### src/rtl/vsync_edge_capture.sv
// Camera vsync front end: synchronises vsync into the clk domain, flags its edges,
// latches a data word on the selected edge and gates frame capture with a small FSM.
module vsync_edge_capture #(
  parameter int WIDTH       = 1,
  parameter int SYNC_STAGES = 2,
  parameter int EDGE_MODE   = 0,
  parameter int CNT_W       = 8
) (
  input  logic             clk,
  input  logic             rst_n,
  input  logic             vsync_in,
  input  logic [WIDTH-1:0] d,
  output logic [WIDTH-1:0] q,
  output logic             vsync_sync,
  output logic             rise_pulse,
  output logic             fall_pulse,
  input  logic             capture_req,
  input  logic             continuous,
  input  logic             abort,
  output logic             frame_active,
  output logic             done,
  output logic [CNT_W-1:0] frame_count
);

  typedef enum logic [1:0] {
    IDLE,
    ARMED,
    CAPTURE
  } state_t;

  state_t                 state;
  logic [SYNC_STAGES-1:0] sync_ff;
  logic                   hist;
  logic                   rise_cond;
  logic                   fall_cond;
  logic                   load_cond;

  assign vsync_sync = sync_ff[SYNC_STAGES-1];
  assign rise_cond  = vsync_sync & ~hist;
  assign fall_cond  = ~vsync_sync & hist;

  always_comb begin
    load_cond = fall_cond;
    case (EDGE_MODE)
      0:       load_cond = fall_cond;
      1:       load_cond = rise_cond;
      default: load_cond = rise_cond | fall_cond;
    endcase
  end

  // Everything resets to the idle-high vsync level so no edge appears on release.
  always_ff @(posedge clk) begin
    if (!rst_n) begin
      sync_ff    <= '1;
      hist       <= 1'b1;
      rise_pulse <= 1'b0;
      fall_pulse <= 1'b0;
    end else begin
      sync_ff    <= {sync_ff[SYNC_STAGES-2:0], vsync_in};
      hist       <= vsync_sync;
      rise_pulse <= rise_cond;
      fall_pulse <= fall_cond;
    end
  end

  always_ff @(posedge clk) begin
    if (!rst_n) begin
      q <= '0;
    end else if (load_cond) begin
      q <= d;
    end
  end

  // abort outranks every other input; ARMED only leaves on a true falling edge,
  // so arming mid-frame waits for the next frame start.
  always_ff @(posedge clk) begin
    if (!rst_n) begin
      state        <= IDLE;
      frame_active <= 1'b0;
      done         <= 1'b0;
      frame_count  <= '0;
    end else begin
      done <= 1'b0;
      if (abort) begin
        state        <= IDLE;
        frame_active <= 1'b0;
      end else begin
        case (state)
          IDLE: begin
            if (capture_req) begin
              state <= ARMED;
            end
          end
          ARMED: begin
            if (fall_cond) begin
              state        <= CAPTURE;
              frame_active <= 1'b1;
            end
          end
          CAPTURE: begin
            if (rise_cond) begin
              frame_active <= 1'b0;
              done         <= 1'b1;
              frame_count  <= frame_count + CNT_W'(1);
              state        <= continuous ? ARMED : IDLE;
            end
          end
          default: begin
            state        <= IDLE;
            frame_active <= 1'b0;
          end
        endcase
      end
    end
  end

endmodule

### config.mk
export PLATFORM = sky130hd
export DESIGN_NAME = vsync_edge_capture
export DESIGN_NICKNAME = d
export VERILOG_FILES = /design/src/rtl/vsync_edge_capture.sv
export SDC_FILE = /design/constraint.sdc
export NUM_CORES = 1
export LEC_CHECK = 0
export CAP_MARGIN = 10
export CORE_MARGIN = 5
export CORE_UTILIZATION = 48
export DETAILED_ROUTE_END_ITERATION = 6
export PLACE_DENSITY_LB_ADDON = 0.08
export SYNTH_ARGS = -nofsm -noshare
export SYNTH_HDL_FRONTEND = slang
export SYNTH_SLANG_ARGS = --single-unit
### constraint.sdc
create_clock -name clk -period 2.75 [get_ports clk]
set_input_delay 0.55 -clock clk [delete_from_list [all_inputs] [get_ports clk]]
set_output_delay 0.55 -clock clk [all_outputs]
set_load 0.005 [all_outputs]
Word-level counts from Yosys, hierarchy flattened:

Cells that the tools add are included.

* bitwise gates (word level): 8
* equal/unequal tests: 5
* reduce and logical (&&, ||, !) cells: 6
* mux-type cells: 9
* add/sub/neg operators: 1

Operators by type and width (number)
* $reduce_and A3 Y1: 3
* $add A8 B1 Y8 const B: 1
* $mux W2: 3
* $ne A2 B2 Y1 const B: 3
* $not A1 Y1: 6
* $pmux W2 S3: 1
* $mux W1: 4
* $pmux W1 S3: 1
* $reduce_or A3 Y1: 1
* $and A1 B1 Y1: 2
* $eq A2 B1 Y1 const B: 1
* $eq A2 B2 Y1 const B: 1
* $logic_not A2 Y1: 1
* $reduce_or A2 Y1: 1

* register bits: 18

Logic depth before layout (Yosys ltp):

Gate-level depths: netlist of run 1.

* depth in word-level cells: 4
* gate-level depth with buffers: 4
* mapped depth without buffers: 4

Worst setup path before layout of run 1:

OpenSTA, ideal clock, no wires.

* path type: input port to flip-flop
* start point: input port abort
* end point: register frame_count[5]
* buffers on the path: 0
* stages: 3
* arrival: 1308 ps
* library setup time: 70 ps
* path slack: 1372 ps
* data required time: 2680 ps
* cells stage by stage: nand4b_1 > or4_1 > a21oi_1

* cells in the longest elaborated chain, start to end: 2

Ends and longest elaborated chain
* start, declared: line 19 `input logic abort,`
* $not A1 Y1 (no line)
* $reduce_and A3 Y1 (no line)
* end signal, assigned: line 104 `frame_count <= frame_count + CNT_W'(1);`
* end, declared: line 22 `output logic [CNT_W-1:0] frame_count`

No other way between the ends.
A chain may end at the register's enable or synchronous reset.

Worst setup path after layout of run 1:

* start point: register sync_ff[1]
* end point: output port vsync_sync

RTL lines
* start, declared: line 32 `logic [SYNC_STAGES-1:0] sync_ff;`
* start signal, assigned: line 59 `sync_ff <= {sync_ff[SYNC_STAGES-2:0], vsync_in};`
* end, declared: line 14 `output logic vsync_sync,`

No word-level cell between the ends.

==> impl_metrics.py, run 1 <==
metrics = {
    "logic_synthesis": {
        "synth_top_family_by_area": "simple AND/OR/NAND/NOR gates",
        "synth.distinct_cells": 26,
        "seq_area_frac_synth_pct": 48.8,
        "ys_seq_elements": 18,
        "synth_xor_area_share_pct": 0,
        "syn_area_sq_um": 738,
        "syn-num-nets": 86,
        "yosys_warnings": 0,
        "synth_compound_area_share_pct": 14.9,
        "synthSimpleGateAreaFrac_pct": 30.5,
        "synth_cells": 78,
        "synth_fa_ha_area_share_pct": 1.69,
        "synth_mux_area_share_pct": 1.36,
        "avgSynthCellArea_sq_um": 9.46,
    },
    "cells_and_area": {
        "final_common_cell": "clkdlybuf4s50_1",
        "top_regs": "frame_count: 8 flops, state: 2 flops, sync_ff: 2 flops",
        "multi_input_area_sq_um": 358,
        "num-nets-final": 109,
        "largest_reg_flops": 8,
        "fill_cells": 130,
        "diodes": 0,
        "area_delta_synth_final_pct": 33.6,
        "top_register": "frame_count",
        "drive_gt1_share_pct": 5.00,
        "final_cell_mix": "clkdlybuf4s50_1, dfxtp_1, a21oi_1",
        "final-seq-area_sq_um": 360,
        "design_area_sq_um": 986,
    },
    "worst_setup_path": {
        "worst-path-buf-inv": 1,
        "ff2ff_path_depth": 3,
        "reg2reg_slack_ns": 1.28,
        "cp_max_fo": 7,
        "cp.arrival_ns": 1.31,
        "end_kind": "primary output",
        "crit_required_ns": 2.20,
        "worstSetupPathType": "flop to primary output",
        "worst_setup_path_start_kind": "flop",
        "cp_slowest_cell": "clkdlybuf4s50_1",
        "max_stage_delay_ns": 0.56,
        "rr_endpoint": "frame_count[5]$_SDFFE_PN0P_",
        "r2r-start": "sync_ff[1]$_SDFF_PN1_",
        "cp_cell_sequence": "clkdlybuf4s50_1",
        "path_delay_family": "buffers and inverters",
    },
    "sta": {
        "fmax_mhz": 538,
        "maxSlewHeadroom_pct": 73.7,
        "tightest_slew_ns": 0.389,
        "final-hold-violation-count": 0,
        "skew_ns": 0.00654,
        "report.final.slew_viol_count": 0,
        "post-route-period-util_pct": 67.6,
        "setup_viol": 0,
        "min_period_ns": 1.86,
        "tns_ns": 0,
        "whs_ns": 0.422,
        "rsz0062_at_grt": "no",
    },
    "place": {
        "gp_congestion": 0.710,
        "dp.final_hpwl_microns": 1130,
        "placedInstanceArea_sq_um": 950,
        "port_buffers": 20,
    },
    "clock_tree": {
        "cts_tree": "done",
        "root_buffer": "clkbuf_4",
        "cts_max_level": 1,
        "cts.hold.buffers_added": 0,
        "post_cts_resized": 0,
        "clock_sinks": 18,
        "numCtsBuffers": 3,
        "insertion_delay_ns": 0.29,
        "clockBufferDepth": 2,
        "clk_pin_slew_worst_paths_ns": 0.10,
        "post_cts.repair.setup_buffers": 0,
    },
    "grt": {
        "overflow": 0,
        "grt_pass1_wl_microns": 2570,
        "grt_max_degree": 17,
        "antenna_found_initial": 0,
        "grt_util_all_layers_pct": 13.2,
        "grt_pass1_vias": 593,
    },
    "power": {
        "powerDensity_nw_per_um2": 462,
        "peakVddDrop_uv": 316,
        "total_power_w": 0.000455,
        "p_leak_nw": 0.334,
    },
    "detailed_routing": {
        "dr.pass1.iters": 4,
        "num_vias": 643,
        "via_per_inst": 5.54,
        "first_iter_violations": 8,
        "antenna_left": 0,
        "drc": 0,
        "wl_per_cell_microns": 12.6,
        "routed_wl_microns": 1460,
    },
    "die": {
        "die_h_microns": 49.2,
        "dieArea_sq_um": 2420,
        "row_count": 14,
        "die_width_microns": 49.2,
        "coreArea_sq_um": 1490,
        "initial_utilization_pct": 49.6,
        "ios": 21,
    },
    "worst_hold_path": {
        "whs_path_depth": 1,
        "worstHoldStart": "sync_ff[0]$_SDFF_PN1_",
        "hold_end": "sync_ff[1]$_SDFF_PN1_",
        "hold_path.class": "flop to flop",
    },
    "status": {
        "status": "complete, no violations",
    },
    "flow_run": {
        "drv_cap": 0,
    },
}
==> cells by family (layout without fill, tap and decap cells) <==
logic type | count (synthesis) | in the layout
and+or+nand+nor | 33 | 33
AOI/OAI and AO/OA | 20 | 20
DFF | 18 | 18
buffers and inverters | 5 | 27
adders and majority gates | 1 | 1
muxes | 1 | 1
==> per-layer routing <==
| metal | routed length (microns) | track usage [%] | vias up | part of all wire (%) |
|---|---|---|---|---|
| met4 | 11 | 4.04 | 0 | 0.75 |
| met3 | 84 | 3.67 | 2 | 5.8 |
| met1 | 606 | 15.4 | 297 | 42 |
| met5 | 0 | 0 | - | 0 |
| met2 | 755 | 22.7 | 12 | 52 |
| li1 | - | - | 332 | - |
==> power by group <==
part / leakage, nW / internal (W) / switching (W)
Clock: 0.0210 / 0.0000805 / 0.0000809
Sequential: 0.146 / 0.000264 / 0.00000322
Combinational: 0.167 / 0.0000163 / 0.00000982
Total: 0.334 / 0.000361 / 0.0000939
==> worst max-delay path by stage <==
stage                                      from                           to  slack, ns  cells past startpoint
after floorplan                           abort  frame_count[5]$_SDFFE_PN0P_       1.37                      3
after global placement                    abort  frame_count[7]$_SDFFE_PN0P_       0.77                      4
after detailed placement                  abort  frame_count[5]$_SDFFE_PN0P_       0.70                      4
after CTS                 sync_ff[1]$_SDFF_PN1_                   vsync_sync       0.86                      1
after global routing      sync_ff[1]$_SDFF_PN1_                   vsync_sync       0.80                      1
final                     sync_ff[1]$_SDFF_PN1_                   vsync_sync       0.89                      1
==> metrics by stage <==
stage / std cells / setup WS, ns / utilization, %
3_3_place_gp: 112 / 0.772 / 63.8
3_5_place_dp: 112 / 0.697 / 63.8
2_1_floorplan: 78 / 1.37 / -
5_1_grt: 116 / 0.800 / 66.2
4_1_cts: 116 / 0.864 / 66.2
6_report: 116 / 0.891 / 66.2
==> final cells by class <==
| type | instances | share of cell area [%] |
|---|---|---|
| Clock buffer | 4 | 3.68 |
| Inverter | 3 | 1.14 |
| Multi-Input combinational cell | 55 | 36.3 |
| Sequential cell | 18 | 36.5 |
| Tap cell | 16 | 2.03 |
| Timing Repair Buffer | 20 | 20.3 |
==> synthesized netlist by cell type (all sizes together) <==
master | instances | area share, %
dfxtp | 18 | 49
a21oi | 10 | 6.8
o21ai | 6 | 4.1
or3 | 5 | 4.2
nand2b | 4 | 3.4
nor2 | 4 | 2.0
inv | 3 | 1.5
nand2 | 3 | 1.5
o31ai | 3 | 3.1
or4 | 3 | 3.1
nand4 | 2 | 1.7
nand4b | 2 | 2.4
nor2b | 2 | 1.7
a22oi | 1 | 1.0
and2 | 1 | 0.85
and3b | 1 | 1.2
buf | 1 | 0.68
clkbuf | 1 | 0.51
ha | 1 | 1.7
mux2i | 1 | 1.4
nand3 | 1 | 0.68
nand3b | 1 | 1.0
nand4bb | 1 | 3.7
nor3 | 1 | 0.68
nor4bb | 1 | 1.4
or2b | 1 | 1.0
(Power assumes the default switching activity.)
==> run 2: changes to the inputs <==
--- a/config.mk
+++ b/config.mk
@@ -6,8 +6,9 @@
 export NUM_CORES = 1
 export LEC_CHECK = 0
 export CAP_MARGIN = 10
+export CORE_ASPECT_RATIO = 1.2
 export CORE_MARGIN = 5
-export CORE_UTILIZATION = 48
+export CORE_UTILIZATION = 45
 export DETAILED_ROUTE_END_ITERATION = 6
 export PLACE_DENSITY_LB_ADDON = 0.08
 export SYNTH_ARGS = -nofsm -noshare
==> constraint.sdc (replaced) <==
create_clock -name clk -period 1.8 [get_ports clk]
set_input_delay 0.36 -clock clk [delete_from_list [all_inputs] [get_ports clk]]
set_output_delay 0.36 -clock clk [all_outputs]
set_load 0.005 [all_outputs]
==> impl_metrics.py, run 2 (synthesis results as in run 1) <==
metrics = {
    "status": {
        "status": "complete, no violations",
    },
    "power": {
        "p_int_w": 0.000553,
        "peakVddDrop_uv": 493,
        "p_sw_w": 0.000143,
        "clockPowerShare_pct": 35.3,
        "powerDensity_nw_per_um2": 699,
        "p_leak_nw": 0.339,
        "seq_power_share_pct": 58.7,
        "swShare_pct": 20.6,
        "total_power_w": 0.000696,
        "p_comb_share_pct": 6.0,
    },
    "worst_hold_path": {
        "hold_path.class": "flop to flop",
    },
    "cells_and_area": {
        "final_common_cell": "clkdlybuf4s50_1",
        "stdcell_count": 119,
        "final_cell_mix": "clkdlybuf4s50_1, dfxtp_1, a21oi_1",
        "num-nets-final": 110,
        "diodes": 0,
        "top_register": "frame_count",
        "fill_cells": 156,
        "largest_reg_flops": 8,
        "drive_gt1_share_pct": 5.94,
        "area_delta_synth_final_pct": 34.9,
        "top_regs": "frame_count: 8 flops, state: 2 flops, sync_ff: 2 flops",
    },
    "sta": {
        "whs_ns": 0.431,
        "final-hold-violation-count": 0,
        "min_period_ns": 1.70,
        "report.final.slew_viol_count": 0,
        "skew_ns": 0.00762,
        "setup_viol": 0,
        "rsz0062_at_grt": "no",
        "tightest_slew_ns": 0.365,
        "tns_ns": 0,
        "maxSlewHeadroom_pct": 75.4,
        "fmax_mhz": 588,
        "post-route-period-util_pct": 94.6,
    },
    "worst_setup_path": {
        "cp_slowest_cell": "clkdlybuf4s50_1",
        "worst-path-buf-inv": 1,
        "crit_required_ns": 1.44,
        "worst_setup_path_start_kind": "flop",
        "end_kind": "primary output",
        "cp_cell_sequence": "clkdlybuf4s50_1",
        "max_stage_delay_ns": 0.56,
        "cp_max_fo": 7,
        "path_delay_family": "buffers and inverters",
        "worstSetupPathType": "flop to primary output",
        "cp.arrival_ns": 1.34,
    },
    "grt": {
        "overflow": 0,
        "grt_pass1_wl_microns": 2640,
        "grt_max_degree": 17,
        "grt_pass1_vias": 624,
        "grt_util_all_layers_pct": 14.3,
        "antenna_found_initial": 0,
    },
    "clock_tree": {
        "root_buffer": "clkbuf_4",
        "numCtsBuffers": 3,
        "clockBufferDepth": 2,
        "insertion_delay_ns": 0.29,
        "post_cts.repair.setup_buffers": 0,
        "cts_max_level": 1,
        "post_cts_resized": 0,
        "clock_sinks": 18,
        "clk_pin_slew_worst_paths_ns": 0.11,
        "cts.hold.buffers_added": 0,
        "cts_tree": "done",
    },
    "detailed_routing": {
        "via_per_inst": 5.54,
        "drc": 0,
        "antenna_left": 0,
        "wl_per_cell_microns": 12.8,
        "dr.pass1.iters": 3,
        "first_iter_violations": 7,
        "num_vias": 659,
        "routed_wl_microns": 1520,
    },
    "place": {
        "gp_congestion": 0.766,
        "place_inst": 115,
        "port_buffers": 20,
    },
    "flow_run": {
        "drv_cap": 0,
    },
    "die": {
        "die_width_microns": 47.0,
        "die_h_microns": 54.4,
        "row_count": 16,
        "coreArea_sq_um": 1600,
        "initial_utilization_pct": 46.1,
        "dieArea_sq_um": 2550,
        "ios": 21,
    },
}
==> run 2: worst paths after layout <==
path	from	end	slack [ns]	depth (start not counted)
setup reg to reg	sync_ff[1]$_SDFF_PN1_	frame_count[7]$_SDFFE_PN0P_	0.30	3
hold / removal	sync_ff[0]$_SDFF_PN1_	sync_ff[1]$_SDFF_PN1_	0.43	1
setup / recovery	sync_ff[1]$_SDFF_PN1_	vsync_sync	0.1	1
hold reg to reg	sync_ff[0]$_SDFF_PN1_	sync_ff[1]$_SDFF_PN1_	0.43	1
==> run 2: area by class of cell <==
type	instances	area (sq um)	share of cell area, %
clock buffer	4	36.3	3.64
inverter	3	11.3	1.13
multi-input combinational	55	358	35.9
sequential	18	360	36.2
tap	18	22.5	2.26
timing repair buffer	21	208	20.9
==> run 2: through the flow <==
stage	utilization, %	setup slack (ns)	cell area (sq um)
after floorplan	-	0.528	738
after global placement	59.9	0.0950	960
after detailed placement	59.9	0.0584	960
after CTS	62.2	0.0644	996
after global routing	62.2	0.00994	996
final	62.2	0.0979	996
==> run 2: power by group through the flow <==
| stage | clock, W | sequential, W | combinational, W |
|---|---|---|---|
| 2_1_floorplan | 0 | 0.000417 | 0.0000162 |
| 3_3_place_gp | 0 | 0.000418 | 0.0000413 |
| 3_5_place_dp | 0 | 0.000418 | 0.0000421 |
| 4_1_cts | 0.000261 | 0.000409 | 0.0000421 |
| 5_1_grt | 0.000279 | 0.000411 | 0.0000456 |
| 6_report | 0.000246 | 0.000409 | 0.0000417 |
==> run 2: per-layer routing <==
layer  global-route usage [%]  up-vias  part of all wire, %
met3                     2.96        2                  5.1
met4                     6.91        0                 0.66
li1                         -      332                    -
met5                        0        -                    0
met2                     24.2       14                   51
met1                     16.8      311                   43
